## config.mk

```make
export PLATFORM = sky130hd
export DESIGN_NAME = calc_sequencer
export DESIGN_NICKNAME = d
export VERILOG_FILES = /design/src/rtl/calc_sequencer.sv
export SDC_FILE = /design/constraint.sdc
export NUM_CORES = 1
export LEC_CHECK = 0
export ABC_CLOCK_PERIOD_IN_PS = 4400
export CAP_MARGIN = 20
export CORE_MARGIN = 8
export CORE_UTILIZATION = 45
export CTS_CLUSTER_SIZE = 28
export DETAILED_ROUTE_END_ITERATION = 16
export RECOVER_POWER = 25
export SLEW_MARGIN = 20
export SYNTH_ARGS = -nofsm -noshare
export SYNTH_HDL_FRONTEND = slang
export SYNTH_SLANG_ARGS = --single-unit
```

## constraint.sdc

```tcl
create_clock -name freq625m -period 4.4 [get_ports freq625m]
set_input_delay 0.66 -clock freq625m [delete_from_list [all_inputs] [get_ports freq625m]]
set_output_delay 0.66 -clock freq625m [all_outputs]
set_load 0.01 [all_outputs]
```

## src/rtl/calc_sequencer.sv

```systemverilog
// calc_sequencer: calculator control FSM with a shared iterative add/shift unit.
// Captures operands from the entry block, lets the user pick an operator,
// runs add/sub in one cycle and mul/div one bit per cycle, then holds the result.
module calc_sequencer #(
    parameter int unsigned W     = 18,
    parameter int unsigned CNT_W = 5
) (
    input  logic            freq625m,
    input  logic            rst_n,
    input  logic            btnC,
    input  logic            btnU,
    input  logic            btnD,
    input  logic [W-1:0]    num1,
    input  logic [W-1:0]    num2,
    input  logic            done,
    output logic            entry_en,
    output logic            entry_clr,
    output logic [1:0]      op_sel,
    output logic            busy,
    output logic            result_valid,
    output logic [2*W-1:0]  result,
    output logic            neg,
    output logic            div_zero,
    output logic [W-1:0]    remainder
);

    localparam int unsigned RW = 2 * W;

    localparam logic [1:0] OP_ADD = 2'b00;
    localparam logic [1:0] OP_SUB = 2'b01;
    localparam logic [1:0] OP_MUL = 2'b10;
    localparam logic [1:0] OP_DIV = 2'b11;

    typedef enum logic [1:0] {
        ST_ENTRY = 2'b00,
        ST_OPSEL = 2'b01,
        ST_EXEC  = 2'b10,
        ST_SHOW  = 2'b11
    } state_t;

    state_t state_q, state_d;

    logic btnc_q, btnu_q, btnd_q, done_q;
    logic c_edge, u_edge, d_edge, done_edge;

    logic [W-1:0]     a_q, a_d, b_q, b_d;
    logic [RW-1:0]    acc_q, acc_d, x_q, x_d;
    logic [W-1:0]     y_q, y_d;
    logic [CNT_W-1:0] cnt_q, cnt_d;

    logic [1:0]       op_sel_d;
    logic             entry_en_d, entry_clr_d, busy_d, result_valid_d;
    logic [RW-1:0]    result_d;
    logic             neg_d, div_zero_d;
    logic [W-1:0]     remainder_d;

    logic             iter_last, exec_done;
    logic [RW-1:0]    add_sum, mul_sum;
    logic [W-1:0]     diff_ab, diff_ba;
    logic [W:0]       rem_shift, rem_trial, div_rem_next;
    logic [W-1:0]     div_quo_next;

    // Rising-edge detection; btnC wins over btnU, btnU over btnD
    assign c_edge    = btnC & ~btnc_q;
    assign u_edge    = btnU & ~btnu_q & ~c_edge;
    assign d_edge    = btnD & ~btnd_q & ~c_edge & ~u_edge;
    assign done_edge = done & ~done_q;

    // Shared arithmetic: single-cycle add/sub and one step of mul/div
    assign add_sum      = {{W{1'b0}}, a_q} + {{W{1'b0}}, b_q};
    assign diff_ab      = a_q - b_q;
    assign diff_ba      = b_q - a_q;
    assign mul_sum      = acc_q + (y_q[0] ? x_q : {RW{1'b0}});
    assign rem_shift    = {acc_q[W-1:0], y_q[W-1]};
    assign rem_trial    = rem_shift - {1'b0, b_q};
    assign div_rem_next = rem_trial[W] ? rem_shift : rem_trial;
    assign div_quo_next = {y_q[W-2:0], ~rem_trial[W]};

    // Last EXEC cycle: immediately for add/sub/div-by-zero, else after W steps
    assign iter_last = (cnt_q == CNT_W'(W - 1));
    assign exec_done = (op_sel == OP_ADD) || (op_sel == OP_SUB) ||
                       ((op_sel == OP_DIV) && (b_q == '0)) || iter_last;

    // State and datapath registers with synchronous active-low reset
    always_ff @(posedge freq625m) begin
        if (!rst_n) begin
            state_q      <= ST_ENTRY;
            btnc_q       <= 1'b0;
            btnu_q       <= 1'b0;
            btnd_q       <= 1'b0;
            done_q       <= 1'b0;
            a_q          <= '0;
            b_q          <= '0;
            acc_q        <= '0;
            x_q          <= '0;
            y_q          <= '0;
            cnt_q        <= '0;
            op_sel       <= OP_ADD;
            entry_en     <= 1'b1;
            entry_clr    <= 1'b1;
            busy         <= 1'b0;
            result_valid <= 1'b0;
            result       <= '0;
            neg          <= 1'b0;
            div_zero     <= 1'b0;
            remainder    <= '0;
        end else begin
            state_q      <= state_d;
            btnc_q       <= btnC;
            btnu_q       <= btnU;
            btnd_q       <= btnD;
            done_q       <= done;
            a_q          <= a_d;
            b_q          <= b_d;
            acc_q        <= acc_d;
            x_q          <= x_d;
            y_q          <= y_d;
            cnt_q        <= cnt_d;
            op_sel       <= op_sel_d;
            entry_en     <= entry_en_d;
            entry_clr    <= entry_clr_d;
            busy         <= busy_d;
            result_valid <= result_valid_d;
            result       <= result_d;
            neg          <= neg_d;
            div_zero     <= div_zero_d;
            remainder    <= remainder_d;
        end
    end

    // Next-state selection
    always_comb begin
        state_d = state_q;
        case (state_q)
            ST_ENTRY: if (done_edge) state_d = ST_OPSEL;
            ST_OPSEL: if (c_edge)    state_d = ST_EXEC;
            ST_EXEC:  if (exec_done) state_d = ST_SHOW;
            ST_SHOW:  if (c_edge)    state_d = ST_ENTRY;
            default:                 state_d = ST_ENTRY;
        endcase
    end

    // Next values of outputs and datapath registers
    always_comb begin
        a_d            = a_q;
        b_d            = b_q;
        acc_d          = acc_q;
        x_d            = x_q;
        y_d            = y_q;
        cnt_d          = cnt_q;
        op_sel_d       = op_sel;
        result_d       = result;
        neg_d          = neg;
        div_zero_d     = div_zero;
        remainder_d    = remainder;
        entry_clr_d    = 1'b0;
        entry_en_d     = (state_d == ST_ENTRY);
        busy_d         = (state_d == ST_EXEC);
        result_valid_d = (state_d == ST_SHOW);

        case (state_q)
            ST_ENTRY: begin
                if (done_edge) begin
                    a_d = num1;
                    b_d = num2;
                end
            end
            ST_OPSEL: begin
                if (c_edge) begin
                    // Prime the iterative unit: x = multiplicand, y = multiplier or dividend
                    acc_d = '0;
                    x_d   = {{W{1'b0}}, a_q};
                    y_d   = (op_sel == OP_DIV) ? a_q : b_q;
                    cnt_d = '0;
                end else if (u_edge) begin
                    op_sel_d = op_sel + 2'd1;
                end else if (d_edge) begin
                    op_sel_d = op_sel - 2'd1;
                end
            end
            ST_EXEC: begin
                case (op_sel)
                    OP_ADD: begin
                        result_d = add_sum;
                        neg_d    = 1'b0;
                    end
                    OP_SUB: begin
                        if (a_q >= b_q) begin
                            result_d = {{W{1'b0}}, diff_ab};
                            neg_d    = 1'b0;
                        end else begin
                            result_d = {{W{1'b0}}, diff_ba};
                            neg_d    = 1'b1;
                        end
                    end
                    OP_MUL: begin
                        acc_d = mul_sum;
                        x_d   = x_q << 1;
                        y_d   = y_q >> 1;
                        cnt_d = cnt_q + CNT_W'(1);
                        if (iter_last) begin
                            result_d = mul_sum;
                            neg_d    = 1'b0;
                        end
                    end
                    OP_DIV: begin
                        if (b_q == '0) begin
                            div_zero_d  = 1'b1;
                            result_d    = '0;
                            remainder_d = '0;
                            neg_d       = 1'b0;
                        end else begin
                            acc_d = {{(RW - W - 1){1'b0}}, div_rem_next};
                            y_d   = div_quo_next;
                            cnt_d = cnt_q + CNT_W'(1);
                            if (iter_last) begin
                                result_d    = {{W{1'b0}}, div_quo_next};
                                remainder_d = div_rem_next[W-1:0];
                                neg_d       = 1'b0;
                            end
                        end
                    end
                    default: ;
                endcase
            end
            ST_SHOW: begin
                if (c_edge) begin
                    entry_clr_d = 1'b1;
                    result_d    = '0;
                    neg_d       = 1'b0;
                    div_zero_d  = 1'b0;
                    remainder_d = '0;
                end
            end
            default: ;
        endcase
    end

endmodule

```

==> insert_results.sql <==
INSERT INTO impl_metrics (metric_group, metric, value, unit) VALUES
('run_status', 'status', 'complete, but fails checks', ''),
('run_status', 'violations', 'capacitance limit, slew limit', ''),
('floorplanning', 'top_ports', '104', ''),
('critical_path', 'crit-reg2reg-launch', 'b_q[1]', ''),
('clocking', 'cts_root_buf', 'sky130_fd_sc_hd__clkbuf_16', ''),
('layout', 'finish.cell_count_without_fillers', '2323', ''),
('global_routing', 'grt.overflow.total', '0', ''),
('logic_synthesis', 'dominant_cell_type_by_area_after_synthesis', 'sky130_fd_sc_hd__dfxtp_1', ''),
('logic_synthesis', 'synth_area', '14200', 'sq um'),
('logic_synthesis', 'synth_top_area_frac', '0.280', ''),
('logic_synthesis', 'synth.yosys.warnings', '0', ''),
('power', 'power.static_leakage', '6.65', 'nW'),
('critical_path', 'crit_path_start_kind', 'input port', ''),
('logic_synthesis', 'synthXorXnorAreaFrac', '0.0375', ''),
('timing', 'finalSetupTns', '0', 'ns'),
('timing', 'maxSlewViolCount', '51', ''),
('logic_synthesis', 'syn-num-nets', '2012', ''),
('placement', 'hpwlAfterDp', '40400', 'microns'),
('floorplanning', 'initial_utilization', '0.454', ''),
('clocking', 'cts_hold_buf', '0', ''),
('placement', 'dp_cells', '2291', ''),
('logic_synthesis', 'compound_gate_portion_of_the_synthesized_area', '0.282', ''),
('layout', 'final_layout_size_suffix_gt1_frac', '0.0593', ''),
('min_path', 'hold-path-endpoint', 'x_q[35]', ''),
('layout', 'antenna_cells', '0', ''),
('timing', 'grt_setup_unrepaired', 'false', ''),
('critical_path', 'timing.critical_path.to_type', 'flip-flop', ''),
('timing', 'final.setup_skew', '0.0129', 'ns'),
('clocking', 'cts_buffers', '17', ''),
('critical_path', 'crit_path_max_incr_delay', '1.75', 'ns'),
('layout', 'nNetsFinal', '2068', ''),
('routing', 'routedWlPerCell', '22.6', 'microns'),
('logic_synthesis', 'synthAdderAreaFrac', '0.106', ''),
('logic_synthesis', 'synth.area.mux_share', '0.0215', ''),
('critical_path', 'worst-r2r-cell-count', '15', ''),
('critical_path', 'worst-endpoint-arrival', '4.23', 'ns'),
('routing', 'first_iter_violations', '1277', ''),
('floorplanning', 'die_y', '194', 'microns'),
('global_routing', 'antenna_found_initial', '0', ''),
('power', 'powerDensity', '312', 'nW/um^2'),
('timing', 'post-route-period-util', '0.900', ''),
('timing', 'fmax', '253', 'MHz'),
('routing', 'ant_nets', '0', ''),
('floorplanning', 'floorplan.rows', '65', ''),
('clocking', 'tritoncts_num_sinks', '199', ''),
('logic_synthesis', 'synthCells', '1852', ''),
('placement', 'routabilityCongestion', '0.981', ''),
('logic_synthesis', 'seq_cells_post_synth', '199', ''),
('logic_synthesis', 'edff_count_synth', '0', ''),
('flow_run', 'cap_violations', '1', ''),
('critical_path', 'worst-endpoint-required', '4.67', 'ns'),
('critical_path', 'crit_path_max_delay_cell_type', 'sky130_fd_sc_hd__clkbuf_1', ''),
('clocking', 'clk_pin_slew_worst_paths', '0.08', 'ns'),
('clocking', 'cts-resized-gates', '0', ''),
('routing', 'post-route-drc-count', '0', ''),
('floorplanning', 'fp.dieArea', '37600', 'sq um'),
('min_path', 'timing.hold.worst.class', 'reg -> reg', ''),
('power', 'vdd_ir_drop_max', '301', 'uV'),
('logic_synthesis', 'post_synth.cell_area_avg', '7.68', 'sq um'),
('clocking', 'tritoncts', 'built', ''),
('routing', 'firstDrtPassIters', '6', ''),
('logic_synthesis', 'postSynth.asyncResetShare', '0', ''),
('logic_synthesis', 'ys_dominant_reg_cell', 'sky130_fd_sc_hd__dfxtp_1', ''),
('timing', 'timing_hold_violations_final', '0', ''),
('timing', 'period_needed', '3.96', 'ns'),
('routing', 'vias', '14200', ''),
('timing', 'timing.final.setup_violations', '0', ''),
('clocking', 'ctsLongestPathBuffers', '2', ''),
('global_routing', 'number_of_global_route_vias_before_repair', '13600', ''),
('layout', 'layout_area_growth_over_synthesis', '14.8', '%'),
('placement', 'post_detailed_placement_cell_area', '15700', 'sq um');
-- per-layer routing --
| metal | vias to the layer above | track usage | routed length [microns] | part of all wire |
|---|---|---|---|---|
| li1 | 6857 | - | - | - |
| met1 | 6681 | 0.338 | 22200 | 0.42 |
| met2 | 529 | 0.455 | 24500 | 0.47 |
| met3 | 120 | 0.0557 | 3530 | 0.067 |
| met4 | 0 | 0.115 | 2210 | 0.042 |
| met5 | - | 0 | 0 | 0 |
-- kinds of logic (layout without fill, tap and decap cells) --
kind of cell	after synthesis	after routing
and+or+nand+nor	663	663
buffers and inverters	193	262
adders and majority gates	118	118
muxes	29	29
DFF	199	199
AOI/OAI and AO/OA	589	589
xor gates and xnor gates	61	61
-- stage by stage --
stage	power, mW	utilization
after floorplan	2.86	-
after global placement	3.30	0.501
after detailed placement	3.30	0.501
after CTS	5.11	0.522
after global routing	5.32	0.522
final	5.10	0.522
-- synth_stat cells (all sizes together), types with 8 or more instances --
| library cell | number |
|---|---|
| mux2i | 25 |
| dfxtp | 199 |
| a211oi | 11 |
| nand3 | 68 |
| inv | 81 |
| clkbuf | 82 |
| and2 | 50 |
| nor2b | 13 |
| o31ai | 14 |
| a22oi | 22 |
| nor2 | 138 |
| and3 | 15 |
| a21o | 40 |
| a21oi | 202 |
| xor2 | 24 |
| o21a | 12 |
| a221oi | 20 |
| ha | 113 |
| nand2b | 10 |
| a311oi | 22 |
| a31oi | 20 |
| buf | 28 |
| nor3b | 9 |
| a22o | 25 |
| nor4 | 13 |
| o22ai | 8 |
| nor3 | 35 |
| nand4 | 22 |
| o21ai | 83 |
| nand2 | 252 |
| or3 | 14 |
| a222oi | 8 |
| o211ai | 10 |
| a32oi | 8 |
| xnor2 | 37 |
| a221o | 13 |
| o21bai | 13 |
-- final cells by class --
cell class                      count  area [sq um]
Clock inverter                     15           229
Clock buffer                       17           425
Sequential cell                   199          3980
Fill cell                        3091         15000
Inverter                           83           312
Tap cell                          402           503
Multi-Input combinational cell   1460          9520
Timing Repair Buffer              147          1370
-- report_power, final --
part	switching (mW)	internal (mW)	total (mW)
clock	0.832	0.982	1.81
combinational	0.867	0.506	1.37
sequential	0.0693	1.85	1.92
-- how the worst max path moves through the flow --
stage                     cells past startpoint   start         to  slack, ns
after floorplan                              15  b_q[1]   acc_q[4]       0.68
after global placement                       15  b_q[1]   acc_q[1]       0.70
after detailed placement                     15  b_q[1]   acc_q[1]       0.62
after CTS                                    15  b_q[1]   acc_q[1]       0.59
after global routing                         15  b_q[1]   acc_q[1]       0.16
final                                         4   rst_n  acc_q[17]       0.44
-- worst min-delay path, delay by kind of cell, from the launching register on --
family	cells	cell delay, ns
flops	1	0.32
simple gates	1	0.05
compound gates	1	0.05
-- cell usage in the layout (no fill, tap or decap), types with 47 or more instances in the layout --
cell / instances
sky130_fd_sc_hd__nand2_1: 250
sky130_fd_sc_hd__dfxtp_1: 199
sky130_fd_sc_hd__a21oi_1: 197
sky130_fd_sc_hd__nor2_1: 136
sky130_fd_sc_hd__ha_1: 113
sky130_fd_sc_hd__inv_1: 81
sky130_fd_sc_hd__o21ai_0: 75
sky130_fd_sc_hd__nand3_1: 68
sky130_fd_sc_hd__dlygate4sd3_1: 58
sky130_fd_sc_hd__and2_1: 47
-- state kept, by name, summed over array words and instances, names as in the netlist, 5 cells and up --
signal,cells
result,36
x_q,36
cnt_q,5
b_q,18
remainder,18
acc_q,36
y_q,18
a_q,18
Note: power is estimated with default switching activity, not from simulation.
